===== src/rtl/fifo_wr_arbiter.sv =====
// Round-robin write arbiter: N_REQ producers share one downstream fifo write port.
// Define FIFO_WR_ARBITER_STATS_EN to build the per-requester accepted-beat counters.
//
// state | meaning
// IDLE  | no owner; picks the next requester after last_owner
// BURST | one owner streams up to MAX_BURST beats into the fifo
module fifo_wr_arbiter #(
   parameter int N_REQ     = 4,
   parameter int WIDTH     = 8,
   parameter int MAX_BURST = 4
) (
   input  logic                       clk,
   input  logic                       reset_n,
   input  logic [N_REQ-1:0]           req_valid,
   input  logic [N_REQ*WIDTH-1:0]     req_data,
   output logic [N_REQ-1:0]           req_ready,
   input  logic                       fifo_full,
   output logic                       fifo_wr,
   output logic [WIDTH-1:0]           fifo_wr_data,
   output logic                       grant_valid,
   output logic [$clog2(N_REQ)-1:0]   grant_id,
   input  logic                       stats_clr,
   output logic [N_REQ*16-1:0]        grant_count
);

   localparam int             ID_W      = $clog2(N_REQ);
   localparam logic [3:0]     LAST_BEAT = 4'(MAX_BURST - 1);

   typedef enum logic {IDLE, BURST} state_t;

   state_t            state, state_nxt;
   logic [ID_W-1:0]   owner, owner_nxt;
   logic [ID_W-1:0]   last_owner, last_nxt;
   logic [3:0]        beat_cnt, beat_nxt;
   logic [ID_W-1:0]   pick;
   logic              xfer;

   always_ff @(posedge clk or negedge reset_n) begin
      if (!reset_n) begin
         state      <= IDLE;
         owner      <= '0;
         last_owner <= ID_W'(N_REQ - 1);
         beat_cnt   <= '0;
      end else begin
         state      <= state_nxt;
         owner      <= owner_nxt;
         last_owner <= last_nxt;
         beat_cnt   <= beat_nxt;
      end
   end

   // Search upward from last_owner+1, wrapping; last_owner itself is checked last.
   always_comb begin
      logic found;
      int   idx;
      pick  = last_owner;
      found = 1'b0;
      idx   = 0;
      for (int i = 1; i <= N_REQ; i++) begin
         idx = (int'(last_owner) + i) % N_REQ;
         if (!found && req_valid[ID_W'(idx)]) begin
            found = 1'b1;
            pick  = ID_W'(idx);
         end
      end
   end

   always_comb begin
      state_nxt    = state;
      owner_nxt    = owner;
      last_nxt     = last_owner;
      beat_nxt     = beat_cnt;
      req_ready    = '0;
      xfer         = 1'b0;
      fifo_wr      = 1'b0;
      fifo_wr_data = '0;
      grant_valid  = 1'b0;
      grant_id     = '0;
      case (state)
         IDLE: begin
            if (|req_valid) begin
               state_nxt = BURST;
               owner_nxt = pick;
               beat_nxt  = '0;
            end
         end
         BURST: begin
            grant_valid      = 1'b1;
            grant_id         = owner;
            req_ready[owner] = !fifo_full;
            xfer             = req_valid[owner] & !fifo_full;
            fifo_wr          = xfer;
            fifo_wr_data     = req_data[int'(owner)*WIDTH +: WIDTH];
            if (!req_valid[owner]) begin
               state_nxt = IDLE;
               last_nxt  = owner;
            end else if (xfer) begin
               beat_nxt = beat_cnt + 4'd1;
               if (beat_cnt == LAST_BEAT) begin
                  state_nxt = IDLE;
                  last_nxt  = owner;
               end
            end
         end
         default: state_nxt = IDLE;
      endcase
   end

`ifdef FIFO_WR_ARBITER_STATS_EN
   logic [N_REQ-1:0][15:0] cnt;

   // Clear wins over a same-cycle increment; counters stick at 16'hFFFF.
   always_ff @(posedge clk or negedge reset_n) begin
      if (!reset_n) begin
         cnt <= '0;
      end else begin
         for (int i = 0; i < N_REQ; i++) begin
            if (stats_clr)
               cnt[i] <= '0;
            else if (xfer && owner == ID_W'(i) && cnt[i] != 16'hFFFF)
               cnt[i] <= cnt[i] + 16'd1;
         end
      end
   end

   assign grant_count = cnt;
`else
   logic unused_stats_clr;
   assign unused_stats_clr = stats_clr;
   assign grant_count      = '0;
`endif

endmodule


===== config.mk =====
export PLATFORM = sky130hd
export DESIGN_NAME = fifo_wr_arbiter
export DESIGN_NICKNAME = d
export VERILOG_FILES = /design/src/rtl/fifo_wr_arbiter.sv
export SDC_FILE = /design/constraint.sdc
export NUM_CORES = 1
export LEC_CHECK = 0
export BUFFER_PORTS_ARGS = -buffer_cell sky130_fd_sc_hd__buf_4
export CORE_MARGIN = 2
export CORE_UTILIZATION = 30
export DETAILED_ROUTE_END_ITERATION = 16
export PLACE_DENSITY = 0.65
export SYNTH_ARGS = -nofsm -noshare
export SYNTH_HDL_FRONTEND = slang
export SYNTH_SLANG_ARGS = --single-unit

===== constraint.sdc =====
create_clock -name clk -period 3.5 [get_ports clk]
set_clock_uncertainty 0.05 [all_clocks]
set_input_delay 0.525 -clock clk [delete_from_list [all_inputs] [get_ports clk]]
set_output_delay 0.525 -clock clk [all_outputs]
set_load 0.02 [all_outputs]

## Word-level counts from Yosys, hierarchy flattened

Index checks and enable logic that the tools add are counted.
Widths: inputs -> output; s select.

| cells by class | value |
|---|---|
| $add $sub $neg | 5 |
| $lt $le $gt $ge | 6 |
| equality and inequality tests | 6 |
| bitwise operators | 3 |
| muxes and demuxes | 40 |
| reduce and logical (&&, ||, !) cells | 12 |
| shift operators | 1 |

Operators with widths:

| kind | count |
|---|---|
| $shiftx 32x6->8 | 1 |
| $mux 1 | 19 |
| $lt 2x4->1 const B | 4 |
| $mux 2 | 8 |
| $mux 4 | 4 |
| $bmux 1 s2 | 5 |
| $mux 8 | 1 |
| $ne 2x1->1 const B | 4 |
| $pmux 4 s2 | 1 |
| $reduce_and 3->1 | 2 |
| $add 2x1->2 const B | 2 |
| $add 2x2->2 const B | 2 |
| $add 4x1->4 const B | 1 |
| $and 4x4->4 | 1 |
| $eq 4x2->1 const B | 1 |
| $logic_and 1x1->1 | 4 |
| $logic_not 1->1 | 4 |
| $reduce_or 4->1 | 1 |
| $lt 2x3->1 const B | 1 |
| $demux 1 s2 | 1 |
| $ge 2x1->1 const B | 1 |
| $ne 2x2->1 const B | 1 |
| $pmux 1 s2 | 1 |
| $reduce_and 2->1 | 1 |
| 2 further kinds | 2 |

| storage, ports and cells | value |
|---|---|
| input port bits | 40 |
| word-level logic and storage cells | 77 |
| register bits after elaboration | 9 |
| output and inout bits | 80 |

## Longest topological paths before layout

| logic depth | value |
|---|---|
| depth in word-level cells | 14 |
| depth in mapped cells | 6 |
| gate-level depth less buffers | 5 |

## Least setup slack after synthesis

OpenSTA, ideal clock, no wires.

| path | value |
|---|---|
| path type | reg-to-output |
| from | register owner[0] |
| to | output port fifo_wr_data[1] |
| buffers on the path | 2 |
| slack | 1490 ps |
| cell stages (with the launch flop) | 5 |
| data arrival time | 1435 ps |
| cells stage by stage | dfrtp_1 buf_2 buf_2 mux4_2 and2_1 |

| on the way | value |
|---|---|
| word-level cells in the longest chain between the ends | 2 |

RTL lines:

| element | line | text |
|---|---|---|
| start, declared | 32 | `logic [ID_W-1:0] owner, owner_nxt;` |
| start signal, assigned | 46 | `owner <= owner_nxt;` |
| $shiftx 32x6->8 | 93 | `fifo_wr_data = req_data[int'(owner)*WIDTH +: WIDTH];` |
| $mux 8 | 79 | `case (state)` |
| end, declared | 19 | `output logic [WIDTH-1:0] fifo_wr_data,` |

No other way between the ends.

## Worst setup path in the final report

| path | value |
|---|---|
| from | register owner[0] |
| to | output port fifo_wr_data[6] |

The elaborated chain is that of the path after synthesis.

==> out/summary.txt <==
Outcome: finished, final reports clean
Tmin final: 2.49 ns
Seq pwr share: 0.260
P_leak: 0.865 nW
Synth-to-layout area growth: 15.4%
Layout Cell Area excl Fill: 1650 um2
Clock Latency Late Sink: 0.23 ns
Worst path bufs/invs: 1
CTS Root Buffer Type: clkbuf_8
Peak supply drop: 0.209 mV
Register area share after synthesis: 0.159
Overflow after GRT: 0
Critical-path cell list: mux4_2 > and2_1 > buf_4
Drt total wl: 2.89 mm
FP Rows: 25
# diodes: 0
Final slew viol count: 0
Required time at the worst-slack endpoint: 2.92 ns
Via Count: 1118
Worst Reg-to-Reg Cells: 4
Detailed Place HPWL: 2.31 mm
Combinational power share: 0.629
Post-synthesis register bit count: 9
HP Class: in -> async
Die Wd: 73.1 um
Final Setup Violations: 0
Clock Power Share: 0.111
Mapped Cells: 164
Clock Sinks: 9
Pwr Density: 658 nW/um2
Detail Route Antenna Nets: 0
Unique masters post-synth: 35
Worst-margin pin slew: 0.696 ns
Initial Util: 0.307
Setup CP Type: reg -> out
Share of layout cells above drive strength 1: 0.340
Initial DRT Pass Iterations: 4
RR Endpoint: last_owner[0]
Met3 WL: 311 um
Finished Core Util: 0.355
Core area: 4660 um2
Max clock buf depth: 2
Final hold slack: 0.0563 ns
Nets: 254
CP max-delay cell: dfrtp_1
Met2 WL: 1.49 mm
RD Place Congestion: 0.683
IO Port Bufs: 54
Per-cell routed wire length: 10.9 um
Syn Area/Cell: 8.74 um2
DIE AREA: 5340 um2
Final hold violations: 0
Placed Area: 1610 um2
Delay-heaviest family, CP: flip-flops
Max layer used: met4
Antenna violations before repair: 0
DR vias/cell: 4.20
First-pass GRT wire length: 4.11 mm
Pin count of the biggest net entering global routing: 21
Post-route setup TNS: 0 ns
Tot Pwr: 1.09 mW
Fin crit share: 0.710
Drt initial violations: 21
I/O pins: 120
Fmax: 0.402 GHz
Wl on met1: 1.06 mm
Worst reg2reg setup slack: 1.48 ns
# resized after CTS: 0
CTS tree: built
Switching share of total power: 0.469
Critical path arrival: 1.91 ns
Max incr delay on CP: 0.78 ns
RR Startpoint: owner[0]
Post-CTS Setup Inserts: 0
NetSw: 510 uW
Hold bufs inserted after CTS: 0
Relative slew slack: 0.536
Tot GR Track Use: 0.0997
Synthesized area: 1430 um2
Pint: 577 uW
H-tree Lvls: 1
# DRC: 0
Die height: 73.1 um
CP Max Fanout: 14
Synth warn: 0
RSZ-0062 raised after global routing: false
Max-cap viol count: 0
Reg clk slew, reported paths: 0.05 ns
Endpoint class of the critical path: primary output
TritonCTS buffer count: 3
Critical path launch point type: flip-flop
Vias in the first global route: 945
-- how the worst max path moves through the flow --
stage,startpoint,endpoint,slack [ns],depth (start not counted)
3_3_place_gp,owner[0],fifo_wr_data[5],1.24,3
3_5_place_dp,owner[0],fifo_wr_data[6],1.21,3
2_1_floorplan,owner[0],fifo_wr_data[1],1.49,4
4_1_cts,owner[0],fifo_wr_data[6],0.96,3
5_1_grt,owner[0],fifo_wr,0.85,3
6_report,owner[0],fifo_wr_data[6],1.01,3
-- routing by layer --
metal,vias up,GRT usage
met3,4,0.0373
met1,520,0.0980
met2,64,0.190
met4,0,0.0309
met5,-,0
li1,530,-
-- stage by stage --
stage               cells  worst slack [ns]
floorplan             227              1.49
global placement      262              1.24
detailed placement    262              1.21
CTS                   266             0.956
global route          266             0.848
finish                266              1.01
-- logic make-up (layout without fill, tap and decap cells) --
family / after synthesis / after routing / share of synthesized area
buffers and inverters: 77 / 62 / 0.383
and+or+nand+nor: 42 / 42 / 0.165
AOI/OAI and AO/OA: 18 / 18 / 0.0969
muxes: 16 / 16 / 0.184
DFF: 9 / 9 / 0.159
adders and majority gates: 1 / 1 / 0.00873
other: 1 / 64 / 0.00262
-- power by group through the flow --
stage	combinational (mW)	clock, mW	sequential, mW
2_1_floorplan	0.651	0	0.181
3_3_place_gp	0.680	0	0.286
3_5_place_dp	0.687	0	0.291
4_1_cts	0.688	0.124	0.289
5_1_grt	0.740	0.129	0.303
6_report	0.683	0.121	0.283
-- area by class of cell --
cell class	count	area, um2
fillers	495	3010
multi-input cells	141	892
well taps	54	67.6
clock buffers	4	45.0
repair buffers	54	405
inverters	4	15.0
flip-flops and latches	9	228
-- flip-flops by register name (all words and copies together), names as in the netlist --
register    count
beat_cnt        4
last_owner      2
owner           2
state           1
-- synthesized netlist by cell type --
cell type	count	area, um2
a22oi_1	2	15.0
nand2_1	11	41.3
clkbuf_1	3	11.3
or4b_1	1	10.0
nand4_1	1	6.26
mux2i_1	5	50.1
nor3_1	2	10.0
o2bb2ai_4	1	27.5
dfrtp_1	7	175
nand2b_1	4	25.0
clkbuf_2	1	5.00
ha_1	1	12.5
a21o_1	1	7.51
o21ai_0	6	30.0
dfstp_2	2	52.6
a2111oi_0	1	8.76
nor2b_1	2	12.5
nor2_1	6	22.5
buf_6	2	22.5
mux4_2	8	180
a21oi_1	3	15.0
and2_1	8	50.1
a222oi_1	1	10.0
or3b_4	1	11.3
buf_4	64	480
nand3b_1	3	22.5
or2b_1	1	7.51
o221ai_1	2	17.5
nor4b_1	1	8.76
and3b_1	1	8.76
mux2_2	3	33.8
conb_1	1	3.75
buf_2	3	15.0
o31ai_1	1	7.51
inv_1	4	15.0
-- layout by cell type (no fill, tap or decap), types with 3 or more instances in the layout --
master     n
inv_1      4
mux4_2     8
mux2i_1    5
nor2_1     6
mux2_2     3
nand2_1   11
o21ai_0    6
a21oi_1    3
nand3b_1   3
nand2b_1   4
buf_4     54
clkbuf_8   3
dfrtp_1    7
and2_1     8
conb_1    64
-- worst register-to-register path: cells and delay by family (launching register included) --
kind	cells	cell delay, ns
compound gates	2	0.25
flops	1	0.78
mux	2	0.88
Power figures use the tool's default switching activity.
